`src/rtl/mem_access_arbiter.sv`:
```
// mem_access_arbiter: shares one byte-addressable data memory between
// instruction fetch (port 0) and the load/store unit (port 1).
module mem_access_arbiter #(
  parameter int ADDR_W        = 18,
  parameter int DATA_W        = 32,
  parameter int ACCESS_CYCLES = 1
) (
  input  logic              clk,
  input  logic              reset,
  input  logic              req0,
  input  logic              req1,
  input  logic [ADDR_W-1:0] addr0,
  input  logic [ADDR_W-1:0] addr1,
  input  logic [DATA_W-1:0] wdata0,
  input  logic [DATA_W-1:0] wdata1,
  input  logic              we0,
  input  logic              we1,
  input  logic              byte0,
  input  logic              byte1,
  output logic              done0,
  output logic              done1,
  output logic              err0,
  output logic              err1,
  output logic [DATA_W-1:0] rdata0,
  output logic [DATA_W-1:0] rdata1,
  output logic [ADDR_W-1:0] mem_address,
  output logic [DATA_W-1:0] mem_write_data,
  output logic              mem_read,
  output logic              mem_write,
  output logic              mem_byte,
  input  logic [DATA_W-1:0] mem_read_data,
  output logic              busy
);

  typedef enum logic [1:0] {
    IDLE,
    SETUP,
    STROBE,
    FINISH
  } state_t;

  localparam logic [3:0] CNT_INIT = 4'(ACCESS_CYCLES);

  state_t            state;
  state_t            state_n;
  logic              last_grant;
  logic              gnt_q;
  logic              gnt_n;
  logic              grant;
  logic              we_q;
  logic              byte_q;
  logic [ADDR_W-1:0] addr_q;
  logic [DATA_W-1:0] wdata_q;
  logic [3:0]        cnt;
  logic              mis;
  logic              rd_n;
  logic              wr_n;
  logic              done_n;
  logic              err_n;
  logic              capture;
  logic [DATA_W-1:0] rd_cap;

  assign mis            = ~byte_q & (addr_q[1:0] != 2'b00);
  assign busy           = (state != IDLE);
  assign mem_address    = addr_q;
  assign mem_write_data = wdata_q;
  assign mem_byte       = byte_q;

  assign rd_cap = byte_q ?
    {{(DATA_W-8){1'b0}}, mem_read_data[7:0]} : mem_read_data;

  // Strobes and done/err are computed for the next state and registered,
  // so the memory never sees decode glitches on its control inputs.
  always_comb begin
    state_n = state;
    grant   = 1'b0;
    gnt_n   = gnt_q;
    rd_n    = 1'b0;
    wr_n    = 1'b0;
    err_n   = 1'b0;
    unique case (state)
      IDLE: begin
        if (req0 | req1) begin
          grant   = 1'b1;
          gnt_n   = (req0 & req1) ? ~last_grant : req1;
          state_n = SETUP;
        end
      end
      SETUP: begin
        if (mis) begin
          state_n = FINISH;
          err_n   = 1'b1;
        end else begin
          state_n = STROBE;
          rd_n    = ~we_q;
          wr_n    = we_q;
        end
      end
      STROBE: begin
        if (cnt != 4'd1) begin
          rd_n = ~we_q;
          wr_n = we_q;
        end else begin
          state_n = FINISH;
        end
      end
      FINISH: state_n = IDLE;
      default: state_n = IDLE;
    endcase
    done_n  = (state_n == FINISH);
    capture = (state == STROBE) & (state_n == FINISH) & ~we_q;
  end

  always_ff @(posedge clk or posedge reset) begin
    if (reset) begin
      state      <= IDLE;
      last_grant <= 1'b1;
      gnt_q      <= 1'b0;
      we_q       <= 1'b0;
      byte_q     <= 1'b0;
      addr_q     <= '0;
      wdata_q    <= '0;
      cnt        <= '0;
      mem_read   <= 1'b0;
      mem_write  <= 1'b0;
      done0      <= 1'b0;
      done1      <= 1'b0;
      err0       <= 1'b0;
      err1       <= 1'b0;
      rdata0     <= '0;
      rdata1     <= '0;
    end else begin
      state     <= state_n;
      mem_read  <= rd_n;
      mem_write <= wr_n;
      done0     <= done_n & ~gnt_q;
      done1     <= done_n & gnt_q;
      err0      <= err_n & ~gnt_q;
      err1      <= err_n & gnt_q;
      if (grant) begin
        gnt_q      <= gnt_n;
        last_grant <= gnt_n;
        addr_q     <= gnt_n ? addr1 : addr0;
        wdata_q    <= gnt_n ? wdata1 : wdata0;
        we_q       <= gnt_n ? we1 : we0;
        byte_q     <= gnt_n ? byte1 : byte0;
      end
      if (state == SETUP) begin
        cnt <= CNT_INIT;
      end else if (state == STROBE) begin
        cnt <= cnt - 4'd1;
      end
      if (capture) begin
        if (gnt_q) begin
          rdata1 <= rd_cap;
        end else begin
          rdata0 <= rd_cap;
        end
      end
    end
  end

endmodule

```
`config.mk`:
```
export PLATFORM = sky130hd
export DESIGN_NAME = mem_access_arbiter
export DESIGN_NICKNAME = d
export VERILOG_FILES = /design/src/rtl/mem_access_arbiter.sv
export SDC_FILE = /design/constraint.sdc
export NUM_CORES = 1
export LEC_CHECK = 0
export ABC_AREA = 1
export CAP_MARGIN = 20
export CORE_MARGIN = 2
export CORE_UTILIZATION = 38
export DETAILED_ROUTE_END_ITERATION = 8
export PLACE_DENSITY = 0.77
export SLEW_MARGIN = 10
export SYNTH_ARGS = -nofsm -noshare
export SYNTH_HDL_FRONTEND = slang
export SYNTH_SLANG_ARGS = --single-unit
```
`constraint.sdc`:
```
create_clock -name clk -period 3.9 [get_ports clk]
set_input_delay 0.78 -clock clk [delete_from_list [all_inputs] [get_ports clk]]
set_output_delay 0.78 -clock clk [all_outputs]
set_load 0.01 [all_outputs]
```
Word-level counts from Yosys, hierarchy flattened
Cells that the tools add are included.

Bits in read-only memories: 0. Word-level logic and storage cells: 65. Flip-flop bits (word level): 130. Output and inout bits: 122. RAM bits: 0. Latch bits: 0. Input port bits: 140. Memories kept: 0.

Shifts and indexed selects: 0. $lt $le $gt $ge: 0. Add/sub/neg operators: 1. Bitwise logic cells: 13. Muxes and demuxes: 24. Equal/unequal tests: 5. Reduce and logical (&&, ||, !) cells: 6. $mul: 0. Div/mod/pow operators: 0.

Operators by type and width (number): $mux W32 (2); $mux W18 (1); $mux W1 (14); $and A1 B1 Y1 (8); $mux W4 (2); $pmux W2 S4 (1); $eq A2 B2 Y1 const B (3); $reduce_bool A2 Y1 (3); $mux W2 (2); $ne A4 B1 Y1 const B (1); $not A1 Y1 (4); $pmux W1 S2 (2); $reduce_and A2 Y1 (2); $sub A4 B1 Y4 const B (1); $eq A2 B1 Y1 const B (1); $logic_not A2 Y1 (1); $or A1 B1 Y1 (1).

Logic depth before layout (Yosys ltp)
Depth in word-level cells: 8. Mapped depth: 10. Gate-level depth less buffers: 9.

Least setup slack after synthesis
Ideal clock, no wire load.

Path type: in2reg. From: in req1. To: reg rdata0[4]. Path buffers: 2. Required time: 3.782 ns. Arrival: 1.590 ns. Setup slack: 2.192 ns. Setup time: 0.118 ns. Stages: 8. Cells stage by stage: nor2_2 -> nand3_1 -> inv_2 -> a21oi_4 -> buf_6 -> buf_8 -> nand4_1 -> nand2_1.

Word-level cells in the longest chain between the ends: 7.

RTL lines: start, declared (line 11) `input logic req1,`; $or A1 B1 Y1 (line 83) `if (req0 | req1) begin`; $mux W2 (line 83); $pmux W2 S4 (line 81) `unique case (state)`; $eq A2 B2 Y1 (line 111) `capture = (state == STROBE) & (state_n == FINISH) & ~we_q;`; $and A1 B1 Y1 (2 in a row) (line 111); $reduce_and A2 Y1 (no source line); end signal, assigned (line 157) `rdata0 <= rd_cap;`; end, declared (line 24) `output logic [DATA_W-1:0] rdata0,`.

Every way passes these cells. A chain may end at the register's enable or synchronous reset.

Worst setup path in the final report
From: reg state[0]. To: out busy.

Word-level cells in the longest chain between the ends: 1.

RTL lines: start, declared (line 44) `state_t state;`; start signal, assigned (line 133) `state <= state_n;`; $reduce_bool A2 Y1 (line 64) `assign busy = (state != IDLE);`; end, declared (line 32) `output logic busy`.

Every way passes these cells.

==> metrics <==
leakage power 4.22 nW; vias in the first global route 5398; first-pass GRT wire length 28500 µm; hold_ws 0.456 ns; CTS tree built; Root Driver clkbuf_16; status completed; placed cell count 1102; sequential share of the synthesized area 55.3%; die area 16500 µm²; Post CTS Setup Buffer Count 0; Synth warnings 0; initial core utilization 38.9%; setup ws final 1.30 ns; Synth cell types 26; Hold Fails Final Rpt 0; critical path launch point state[0]$_DFF_PP0_; R2R Path End rdata0[20]$_DFFE_PP0P_; # nets final 1078; cell area after synthesis 5890 µm²; routed len/inst 16.2 µm; 1st-iter DRT viols 403; Ports 262; Critical Path AT 1.82 ns; Hold Crit Class flip-flop to flip-flop; EDFF count, synth 0; critical path class flip-flop to output pin; ys flop type dfrtp_1; Critical R2R Launch gnt_q$_DFFE_PP0P_; Max Root-Sink Buffers 2; Crit path required time 3.12 ns; max-cap check violation count 0; routability cong. 0.788; Layout area overhead 53.8%; n_diodes 0; post-route antenna net violation count 0; worst-path maximum fanout 4; FP Rows 45; Mapped Cells 694; crit share post-route 66.8%; relative slew slack 40.2%; final wirelength 18400 µm; R2R cell count 5; Slew Viols, Final 0; # DRC 0; reg-to-reg slack, setup 1.34 ns; number of buffers added on ports 261; Die X-Extent 128 µm; Pwr per Cell Area 787 nW/µm²; register bit count reported by yosys 130; # setup viols final 0; # resized after CTS 0; Hold-fix buffers, CTS 0; Vias/cell 5.00; pre-CTS WS 1.17 ns; crit end category output pin; actual slew at the worst max-slew pin 0.895 ns; clock skew 0.00661 ns; DPL Wire Length 12600 µm; register clock-pin slew on the reported worst setup and hold paths 0.05 ns; minimum clock period 2.60 ns; H-tree levels 4; Max VDD drop 645 µV; initial antenna violation count 0; total negative slack 0 ns; RSZ-0062 raised after global routing false; worst skew pair latency 0.41 ns; vias after detailed routing 5671; Final Util 59.8%; Placeable Area 15100 µm²; GRT overflow 0; synthesized area per cell 8.48 µm²; Max Clk Rate 384 MHz; synthesized net count 839; number of iterations in the first detailed-routing pass 6; Vert. Die Dim 128 µm; Total Routing Usage GR 22.4%; crit start category flip-flop; pin count of the biggest net entering global routing 73; layout cell share with drive strength beyond 1 5.60%; Async SR Flop Fraction 100%; clock buffers created by TritonCTS 17; CP endpoint busy; clock sinks 130; Non-Filler Instances 1134
area by class of cell:
cell class                 count  area, µm²
clock buffer                  26        469
fill                        1287       6100
multi-input combinational    468       2160
clock inverter                 6       57.6
timing repair buffer         270       2690
sequential                   130       3250
tap                          188        235
inverter                      46        176
cells in the mapped netlist, types with 2 or more instances:
master | instances | area, µm²
nand2_1 | 188 | 706
dfrtp_1 | 129 | 3230
nor2_1 | 86 | 323
o21ai_1 | 74 | 370
nand4_1 | 64 | 400
inv_1 | 35 | 131
o21ai_0 | 34 | 170
buf_2 | 20 | 100
clkbuf_1 | 18 | 67.6
inv_2 | 11 | 41.3
buf_4 | 6 | 45.0
ha_1 | 5 | 62.6
buf_8 | 4 | 60.1
nand3_1 | 4 | 20.0
a21oi_1 | 3 | 15.0
buf_6 | 2 | 22.5
nand4_2 | 2 | 25.0
placed cells by master (no fill, tap or decap), types with 2 or more instances in the layout:
| master | instances |
|---|---|
| clkinv_2 | 4 |
| nand2_1 | 188 |
| buf_4 | 8 |
| nand4_1 | 64 |
| nand4_2 | 2 |
| clkdlybuf4s50_1 | 261 |
| inv_2 | 11 |
| inv_1 | 34 |
| clkbuf_16 | 17 |
| o21ai_0 | 34 |
| a21oi_1 | 3 |
| clkbuf_1 | 8 |
| nand3_1 | 4 |
| o21ai_1 | 74 |
| nor2_1 | 86 |
| clkinvlp_4 | 2 |
| dfrtp_1 | 129 |
| ha_1 | 5 |
kinds of logic (layout without fill, tap and decap cells):
group           count (synthesis)  in the layout  synth area share (%)
buf+inv                        96            348                  7.95
simple gates                  348            348                  25.6
compound gates                115            115                  10.1
fa+ha+maj                       5              5                  1.06
flops                         130            130                  55.3
worst min path at each step:
stage | from | to | slack [ns] | cells after the start
floorplan | we_q$_DFFE_PP0P_ | mem_read$_DFF_PP0_ | 0.42 | 1
global placement | we_q$_DFFE_PP0P_ | mem_read$_DFF_PP0_ | 0.44 | 1
detailed placement | we_q$_DFFE_PP0P_ | mem_read$_DFF_PP0_ | 0.44 | 1
CTS | we_q$_DFFE_PP0P_ | mem_read$_DFF_PP0_ | 0.45 | 1
global route | rdata1[10]$_DFFE_PP0P_ | rdata1[10]$_DFFE_PP0P_ | 0.49 | 2
finish | we_q$_DFFE_PP0P_ | mem_read$_DFF_PP0_ | 0.46 | 1
state kept, by name (all words and copies together), names as in the netlist, 2 cells and up:
name            count
mem_write_data     32
rdata1             32
mem_address        18
cnt                 4
state               2
rdata0             32
metrics by stage:
stage | power, mW | instance area [µm²]
finish | 7.12 | 9050
floorplan | 4.20 | 5890
global route | 7.62 | 9050
global placement | 5.66 | 8520
detailed placement | 5.71 | 8520
CTS | 7.18 | 9050
per-layer routing:
| metal | up-vias | track usage (%) | part of all wire [%] |
|---|---|---|---|
| met5 | - | 0 | 0 |
| met4 | 0 | 6.72 | 1.5 |
| met3 | 21 | 9.65 | 11 |
| met2 | 267 | 36.3 | 48 |
| met1 | 2621 | 27.2 | 39 |
| li1 | 2762 | - | - |
worst max-delay path, cell delays in order, from the launching register on:
cell and delay (ns):
dfrtp_1 0.37, inv_2 0.06, ha_1 0.28, inv_2 0.12, clkdlybuf4s50_1 0.58
power breakdown:
part / internal (mW) / leakage, nW / switching (mW)
Clock: 0.888 / 0.256 / 0.549
Sequential: 1.93 / 1.66 / 0.326
Combinational: 1.52 / 2.30 / 1.91
No activity file was read; power rests on OpenSTA's default activity.
